## src/rtl/hpi_bus_arbiter.sv

```systemverilog
// HPI bus arbiter: shares the CY7C67200 host-port interface between two
// requesters and sequences each access as a timed CS/strobe cycle.
module hpi_bus_arbiter #(
  parameter int SETUP_CYC  = 1,
  parameter int STROBE_CYC = 4,
  parameter int HOLD_CYC   = 1,
  parameter int TURN_CYC   = 2
) (
  input  logic        clk,
  input  logic        reset,
  input  logic        r0_req,
  input  logic        r0_we,
  input  logic [1:0]  r0_addr,
  input  logic [15:0] r0_wdata,
  output logic        r0_ack,
  output logic [15:0] r0_rdata,
  input  logic        r1_req,
  input  logic        r1_we,
  input  logic [1:0]  r1_addr,
  input  logic [15:0] r1_wdata,
  output logic        r1_ack,
  output logic [15:0] r1_rdata,
  output logic [1:0]  hpi_addr,
  output logic        hpi_cs_n,
  output logic        hpi_rd_n,
  output logic        hpi_wr_n,
  output logic [15:0] hpi_dout,
  output logic        hpi_dout_en,
  input  logic [15:0] hpi_din
);

  typedef enum logic [2:0] {
    IDLE, SETUP, STROBE, HOLD, ACK, TURN
  } state_t;

  localparam logic [2:0] SETUP_L  = 3'(SETUP_CYC - 1);
  localparam logic [2:0] STROBE_L = 3'(STROBE_CYC - 1);
  localparam logic [2:0] HOLD_L   = 3'(HOLD_CYC - 1);
  localparam logic [2:0] TURN_L   = 3'(TURN_CYC - 1);

  state_t      state_q;
  logic [2:0]  cnt_q;
  logic        last_q;
  logic        gnt_q;
  logic        we_q;
  logic [15:0] rd_q;
  logic [1:0]  addr_q;
  logic        cs_n_q;
  logic        rd_n_q;
  logic        wr_n_q;
  logic        den_q;
  logic [15:0] dout_q;
  logic        ack0_q;
  logic        ack1_q;
  logic [15:0] rdata0_q;
  logic [15:0] rdata1_q;

  logic        gnt_d;
  logic        we_d;
  logic [1:0]  addr_d;
  logic [15:0] wdata_d;
  logic        fin_d;
  logic [15:0] rdata_d;

  // On a tie the requester that did not win last time is granted.
  always_comb begin
    gnt_d = 1'b0;
    priority case (1'b1)
      r0_req && r1_req: gnt_d = ~last_q;
      r1_req:           gnt_d = 1'b1;
      default:          gnt_d = 1'b0;
    endcase
  end

  assign we_d    = gnt_d ? r1_we    : r0_we;
  assign addr_d  = gnt_d ? r1_addr  : r0_addr;
  assign wdata_d = gnt_d ? r1_wdata : r0_wdata;

  // With no HOLD phase the strobe end goes straight to ACK using live data.
  always_comb begin
    fin_d   = 1'b0;
    rdata_d = rd_q;
    if (state_q == STROBE && cnt_q == STROBE_L && HOLD_CYC == 0) begin
      fin_d   = 1'b1;
      rdata_d = hpi_din;
    end
    if (state_q == HOLD && cnt_q == HOLD_L)
      fin_d = 1'b1;
  end

  always_ff @(posedge clk or posedge reset) begin
    if (reset) begin
      state_q  <= IDLE;
      cnt_q    <= '0;
      last_q   <= 1'b1;
      gnt_q    <= 1'b0;
      we_q     <= 1'b0;
      rd_q     <= '0;
      addr_q   <= '0;
      cs_n_q   <= 1'b1;
      rd_n_q   <= 1'b1;
      wr_n_q   <= 1'b1;
      den_q    <= 1'b0;
      dout_q   <= '0;
      ack0_q   <= 1'b0;
      ack1_q   <= 1'b0;
      rdata0_q <= '0;
      rdata1_q <= '0;
    end else begin
      ack0_q <= 1'b0;
      ack1_q <= 1'b0;
      unique case (state_q)
        IDLE: begin
          if (r0_req || r1_req) begin
            state_q <= SETUP;
            cnt_q   <= '0;
            gnt_q   <= gnt_d;
            last_q  <= gnt_d;
            we_q    <= we_d;
            addr_q  <= addr_d;
            cs_n_q  <= 1'b0;
            if (we_d) begin
              dout_q <= wdata_d;
              den_q  <= 1'b1;
            end
          end
        end
        SETUP: begin
          if (cnt_q == SETUP_L) begin
            state_q <= STROBE;
            cnt_q   <= '0;
            rd_n_q  <= we_q;
            wr_n_q  <= ~we_q;
          end else begin
            cnt_q <= cnt_q + 3'd1;
          end
        end
        STROBE: begin
          if (cnt_q == STROBE_L) begin
            state_q <= HOLD;
            cnt_q   <= '0;
            rd_n_q  <= 1'b1;
            wr_n_q  <= 1'b1;
            rd_q    <= hpi_din;
          end else begin
            cnt_q <= cnt_q + 3'd1;
          end
        end
        HOLD: cnt_q <= cnt_q + 3'd1;
        ACK: begin
          state_q <= (TURN_CYC == 0) ? IDLE : TURN;
          cnt_q   <= '0;
        end
        TURN: begin
          if (cnt_q == TURN_L) state_q <= IDLE;
          else                 cnt_q   <= cnt_q + 3'd1;
        end
        default: state_q <= IDLE;
      endcase
      if (fin_d) begin
        state_q <= ACK;
        cs_n_q  <= 1'b1;
        den_q   <= 1'b0;
        ack0_q  <= ~gnt_q;
        ack1_q  <= gnt_q;
        if (!we_q) begin
          if (gnt_q) rdata1_q <= rdata_d;
          else       rdata0_q <= rdata_d;
        end
      end
    end
  end

  assign hpi_addr    = addr_q;
  assign hpi_cs_n    = cs_n_q;
  assign hpi_rd_n    = rd_n_q;
  assign hpi_wr_n    = wr_n_q;
  assign hpi_dout    = dout_q;
  assign hpi_dout_en = den_q;
  assign r0_ack      = ack0_q;
  assign r1_ack      = ack1_q;
  assign r0_rdata    = rdata0_q;
  assign r1_rdata    = rdata1_q;

endmodule

```

## config.mk

```make
export PLATFORM = sky130hd
export DESIGN_NAME = hpi_bus_arbiter
export DESIGN_NICKNAME = d
export VERILOG_FILES = /design/src/rtl/hpi_bus_arbiter.sv
export SDC_FILE = /design/constraint.sdc
export NUM_CORES = 1
export LEC_CHECK = 0
export CAP_MARGIN = 25
export CORE_MARGIN = 1
export CORE_UTILIZATION = 35
export DETAILED_ROUTE_END_ITERATION = 6
export RECOVER_POWER = 50
export SYNTH_ARGS = -nofsm -noshare
export SYNTH_HDL_FRONTEND = slang
export SYNTH_SLANG_ARGS = --single-unit
```

## constraint.sdc

```tcl
create_clock -name clk -period 2.4 [get_ports clk]
set_input_delay 0.48 -clock clk [delete_from_list [all_inputs] [get_ports clk]]
set_output_delay 0.48 -clock clk [all_outputs]
set_load 0.02 [all_outputs]
```

==> flow_summary_export.csv, run 1 <==
group,metric,value,unit
outcome,status,"complete, no violations",
die,start_util,36.0,%
sta,rsz0062_at_grt,"false",
route,viasPerCell,5.23,
synthesis,synth_edf_count,0,
synthesis,netlist-cell-type-count,43,
synthesis,syn_inst,313,
clocking,cts-root-buf,"clkbuf_8",
worst_setup_path,regToRegEndpoint,"rd_q[12]",
die,core_area,10800,um^2
synthesis,yosys_warnings,0,
clocking,clkSinkCount,81,
worst_setup_path,crit_start,"cnt_q[0]",
clocking,clk_pin_slew,0.09,ns
die,ioPinCount,114,
global_routing,grt_pass1_wl,15400,um
clocking,clockBufferDepth,2,
worst_setup_path,worstSetupPathType,"flip-flop to flip-flop",
power,p_total,0.00651,W
worst_setup_path,reg2reg_depth,5,
finish,final_nets,487,
min_path,hold_path.class,"flip-flop to flip-flop",
route,wl_met3,628,um
worst_setup_path,r2r_start,"cnt_q[0]",
synthesis,synth_top_flop_cell,"dfrtp_1",
worst_setup_path,critPathCaptureType,"flip-flop",
finish,drive_above_1_share,20.7,%
placed_design,io_buffers,113,
clocking,cts_setup_buffers,0,
synthesis,synth.avg_cell_area,12.5,um^2
clocking,holdBufCountCts,0,
power,powerDensity,1210,nW/um^2
placed_design,gp_congestion,0.787,
power,irDropWorstVdd,464,uV
synthesis,ys_ff_latch,81,
route,wire_per_inst,16.3,um
power,p_leak,2.38,nW
sta,maxSlewViolCount,0,
sta,finalSetupTns,0,ns
die,placementRows,38,
worst_setup_path,regToRegSetupSlack,0.26,ns
route,routedLengthMet1,4290,um
worst_setup_path,worstPathRequired,2.64,ns
synthesis,syn_area,3900,um^2
route,dr_total_vias,2974,
finish,syn_to_final_growth,37.9,%
run,max-cap-violations,0,
global_routing,grt_pass1_vias,3040,
sta,period_share,89.3,%
finish,fin_util,49.6,%
route,drtAntennaViolNets,0,
placed_design,place_inst,553,
clocking,ctsResizeCount,0,
route,drc,0,
die,die_w,108,um
worst_setup_path,crit_path_start_kind,"flip-flop",
global_routing,antenna_found_initial,0,
worst_setup_path,path_max_fanout,18,
route,maxUsedRoutingLayer,"met4",
worst_setup_path,cp-endpoint,"rd_q[12]",
placed_design,post_dp_cell_area,5200,um^2
route,routed_wl,9270,um
synthesis,syn_nets,376,
route,dr.first_iter.drc_count,139,
clocking,cts_buffers,9,
synthesis,async_flop_share,100,%
sta,max_freq,467,MHz
finish,fin_cells,569,
global_routing,grt_start_max_net_pins,32,
finish,n_antenna_cell,0,
clocking,htreeDepth,3,
sta,clock_skew,0.0170,ns
global_routing,gr-total-overflow,0,
sta,period_minus_slack,2.14,ns
global_routing,grt_use_total,17.1,%
sta,setup_violations,0,
route,routed-wl-met2,4250,um
finish,fin_area,5380,um^2
sta,tightestPinTransition,1.12,ns
worst_setup_path,cp.arrival,2.38,ns
sta,slew_headroom,25.5,%
die,die_h,108,um
clocking,cts_tree,"yes",
die,die_area,11600,um^2
synthesis,ys_seq_area_share,52.1,%
sta,hold_viol,0,
route,dr.pass1.iters,4,
clocking,insertion_delay,0.35,ns
placed_design,dp_hpwl,6500,um
[flip-flops by register name, indices dropped and copies added, names as in the netlist, 2 cells and up]
register and count:
hpi_addr 2, rd_q 16, state_q 3, hpi_dout 16, r0_rdata 16, cnt_q 3
r1_rdata 16
[routing by layer]
layer | vias up | track usage (%)
li1 | 1399 | -
met4 | 0 | 5.97
met1 | 1446 | 23.0
met2 | 119 | 27.2
met5 | - | 0
met3 | 10 | 3.57
[cell type report]
type,instances,area [um^2]
fillers,990,5460
flip-flops and latches,81,2030
multi-input cells,201,1730
clock inverters,7,88.8
clock buffers,9,124
inverters,5,20.0
well taps,140,175
repair buffers,126,1210
[metrics by stage]
stage                     hold WS, ns  worst slack (ns)
final                           0.499             0.258
after global routing            0.523             0.110
after CTS                       0.427             0.262
after detailed placement        0.478             0.198
after global placement          0.481             0.208
after floorplan                 0.451             0.528
[Yosys cell counts, types with 2 or more instances]
master / count / area (um^2)
buf_6: 2 / 22.5
nand3_1: 2 / 10.0
nor2_1: 5 / 18.8
nand3b_1: 2 / 15.0
a21o_1: 2 / 15.0
a21oi_1: 41 / 205
a221oi_1: 17 / 149
inv_1: 5 / 18.8
mux2_4: 20 / 300
nand2_1: 5 / 18.8
o32ai_1: 16 / 140
nor2b_1: 2 / 12.5
buf_2: 14 / 70.1
or3b_2: 3 / 26.3
clkbuf_1: 10 / 37.5
a31oi_1: 3 / 18.8
nand2b_1: 19 / 119
nand4_4: 2 / 42.5
dfstp_2: 4 / 105
mux2i_1: 4 / 40.0
and2_1: 4 / 25.0
ha_1: 5 / 62.6
dfrtp_1: 77 / 1930
or2_2: 2 / 12.5
o2bb2ai_1: 2 / 17.5
mux2_2: 28 / 315
[how the worst min path moves through the flow]
stage                       from      endpoint  slack (ns)  cells after the start
global placement     hpi_dout_en   hpi_dout_en        0.48                      1
global route        r1_rdata[14]  r1_rdata[14]        0.52                      1
floorplan                  gnt_q        r0_ack        0.45                      1
CTS                        reset   r1_rdata[0]        0.43                      2
finish               hpi_dout_en   hpi_dout_en        0.50                      1
detailed placement   hpi_dout_en   hpi_dout_en        0.48                      1
[logic make-up (layout without fill, tap and decap cells)]
group	after synthesis	after routing	share of synthesized area (%)
adder cells (fa/ha/maj)	5	5	1.60
XOR/XNOR	1	1	0.225
flip-flops	81	81	52.1
AO/OA/AOI/OAI	89	89	15.8
AND/OR/NAND/NOR	54	54	9.63
buffers and inverters	31	147	3.82
multiplexers	52	52	16.8
[worst max-delay path, stage by stage (launching register included)]
cell      delay (ns)
dfrtp_1         0.43
ha_1            0.21
ha_1            0.23
nor4bb_4        0.30
clkbuf_2        0.46
mux2_2          0.39
[cells in the final DEF (no fill, tap or decap), types with 2 or more instances in the layout]
master           count
dfrtp_1             77
inv_1                4
dlygate4sd3_1       20
a31oi_1              3
or2_2                2
and2_1               3
nand3b_1             2
clkdlybuf4s50_1     93
nand2b_1            19
clkbuf_2             3
o2bb2ai_1            2
clkbuf_1             3
clkbuf_8             9
mux2i_1              4
o32ai_1             16
nand2_1              5
nor2b_1              2
mux2_4              20
nor2_1               5
ha_1                 5
a221oi_1            17
mux2_2              28
buf_4                7
a21oi_1             41
a21o_1               2
inv_6                3
or3b_2               3
nand4_4              2
dfstp_2              4
nand3_1              2
nor3_1               2
[power by group]
part	total [W]	leakage (nW)	internal, W	switching, W
combinational	0.00296	1.21	0.00154	0.00141
sequential	0.00249	1.06	0.00199	0.000506
clock	0.00106	0.104	0.000503	0.000554
total	0.00651	2.38	0.00403	0.00247
Note: power is estimated with default switching activity, not from simulation.
==> run 2: changes to the inputs <==
Clock period 2.4 ns to 2.76 ns, I/O delays scaled along.
==> run 2 against run 1 <==
Maximum frequency down 1.2%. Via count grew 1.2%. Worst hold slack worse by 0.0028 ns. Critical endpoint is now rd_q[4]. Power shrank 14%. Clock skew fell by 0.0092 ns. Routed wire length up 2.6%. Clock power fell by 23%. Non-clock buffer count is 4 lower. Register-to-register slack improved by 0.33 ns. Sequential share of layout area rose by 0.34 points. Largest cell class unchanged. Count of clock-buffer cells in the layout unchanged. Final cell count decreased by 0.70%.
==> flow_summary_export.csv, run 2 (synthesized netlist as in run 1, its figures left out) <==
group,metric,value,unit
route,dr_total_vias,3011,
placed_design,dp_hpwl,6470,um
sta,setup_violations,0,
sta,holdWs,0.497,ns
global_routing,antenna_found_initial,0,
power,switching_share,38.8,%
worst_setup_path,cp_top_family,"buffers and inverters",
sta,worst_slack,0.591,ns
die,start_util,36.0,%
clocking,cts-root-buf,"clkbuf_8",
clocking,cts_setup_buffers,0,
worst_setup_path,critPathCaptureType,"flip-flop",
finish,n_antenna_cell,0,
global_routing,gr-total-overflow,0,
sta,period_minus_slack,2.17,ns
worst_setup_path,r2r_start,"cnt_q[0]",
placed_design,io_buffers,113,
route,wire_per_inst,16.8,um
sta,period_share,78.6,%
power,seq_power_share,39.0,%
route,dr.first_iter.drc_count,166,
run,max-cap-violations,0,
finish,mostFrequentLayoutCells,"clkdlybuf4s50_1, dfrtp_1, a21oi_1",
global_routing,grt_pass1_vias,3054,
clocking,clkSinkCount,81,
sta,max_freq,461,MHz
route,drc,0,
min_path,hold_path.class,"flip-flop to flip-flop",
worst_setup_path,path_cells,"ha_1 -> ha_1 -> nor4bb_4 -> clkbuf_2 -> mux2_2",
route,dr.pass1.iters,4,
power,irDropWorstVdd,423,uV
worst_setup_path,path_max_fanout,18,
power,p_int,0.00342,W
clocking,htreeDepth,3,
worst_setup_path,path_buf_inv,1,
placed_design,gp_congestion,0.810,
die,die_area,11600,um^2
die,placementRows,38,
clocking,holdBufCountCts,0,
clocking,clockBufferDepth,2,
die,ioPinCount,114,
worst_setup_path,cpMostUsedCell,"ha_1",
power,clkPwrFrac,14.6,%
die,die_h,108,um
die,die_w,108,um
sta,clock_skew,0.00772,ns
die,core_area,10800,um^2
sta,tightestPinTransition,0.956,ns
global_routing,grt_start_max_net_pins,61,
finish,layout_commonest_cell,"clkdlybuf4s50_1",
worst_setup_path,crit_start,"cnt_q[0]",
placed_design,post_dp_cell_area,5170,um^2
placed_design,place_ws,0.426,ns
finish,drive_above_1_share,20.5,%
route,viasPerCell,5.33,
sta,rsz0062_at_grt,"false",
clocking,insertion_delay,0.35,ns
worst_setup_path,critPathMaxStageDelay,0.48,ns
worst_setup_path,cp.arrival,2.40,ns
min_path,min_from,"gnt_q",
worst_setup_path,worstPathRequired,2.99,ns
power,powerDensity,1050,nW/um^2
power,net-switching-power,0.00216,W
global_routing,grt_pass1_wl,15400,um
sta,finalSetupTns,0,ns
power,p_comb_share,46.3,%
route,drtAntennaViolNets,0,
worst_setup_path,slowest_stage,"clkbuf_2",
finish,fin_util,49.2,%
clocking,cts_buffers,9,
finish,final_nets,483,
sta,slew_headroom,35.9,%
sta,hold_viol,0,
clocking,cts_tree,"yes",
clocking,clk_pin_slew,0.09,ns
global_routing,grt_use_total,17.0,%
worst_setup_path,worstSetupPathType,"flip-flop to flip-flop",
power,p_leak,2.34,nW
worst_setup_path,crit_path_start_kind,"flip-flop",
outcome,status,"complete, no violations",
finish,fin_area,5330,um^2
route,routed_wl,9510,um
finish,fillers,995,
sta,maxSlewViolCount,0,
clocking,ctsResizeCount,0,
finish,syn_to_final_growth,36.7,%
[run 2: cell count changes in the layout (fill, tap and decap cells not counted), sizes merged]
| cell | delta |
|---|---|
| clkbuf | -3 |
| buf | -1 |
| clkdlybuf4s50 | +4 |
| inv | +1 |
| bufinv | -1 |
| dlygate4sd3 | -4 |
[run 2: power groups by stage]
stage | logic [W] | registers [W] | clock network (W)
2_1_floorplan | 0.00125 | 0.00247 | 0
6_report | 0.00258 | 0.00218 | 0.000816
3_3_place_gp | 0.00258 | 0.00219 | 0
3_5_place_dp | 0.00263 | 0.00221 | 0
5_1_grt | 0.00278 | 0.00226 | 0.000886
4_1_cts | 0.00265 | 0.00219 | 0.000845
[run 2: area by class of cell]
cell class	count	area (um^2)	share of cell area, %
flip-flops and latches	81	2030	38.1
multi-input cells	201	1730	32.4
repair buffers	122	1190	22.4
well taps	140	175	3.29
clock buffers	9	124	2.32
clock inverters	7	58.8	1.10
inverters	5	20.0	0.376
[run 2: per-stage QoR]
stage / total power (W) / std cells
2_1_floorplan: 0.00372 / 313
3_3_place_gp: 0.00476 / 549
3_5_place_dp: 0.00484 / 549
4_1_cts: 0.00568 / 565
5_1_grt: 0.00593 / 565
6_report: 0.00558 / 565
[run 2: final timing paths]
check                               end  depth (start not counted)  slack, ns
min in group asynchronous  r1_rdata[12]                          2       0.80
hold reg to reg                  r0_ack                          1       0.50
setup reg to reg                rd_q[4]                          5       0.59
setup / recovery                rd_q[4]                          5       0.59
hold / removal                   r0_ack                          1       0.50
max in group asynchronous      cnt_q[2]                          3       0.60
[run 2: worst register-to-register path: cells and delay by family (launching register included)]
family        cells  cell delay, ns
buf+inv           1            0.48
fa+ha+maj         2            0.44
flops             1            0.43
mux               1            0.41
simple gates      1            0.30
[run 2: layer usage]
| layer | GRT usage [%] | wire [um] | up-vias |
|---|---|---|---|
| li1 | - | - | 1387 |
| met1 | 23.6 | 4330 | 1475 |
| met2 | 25.9 | 4420 | 143 |
| met3 | 4.36 | 707 | 6 |
| met4 | 5.58 | 55 | 0 |
| met5 | 0 | 0 | - |
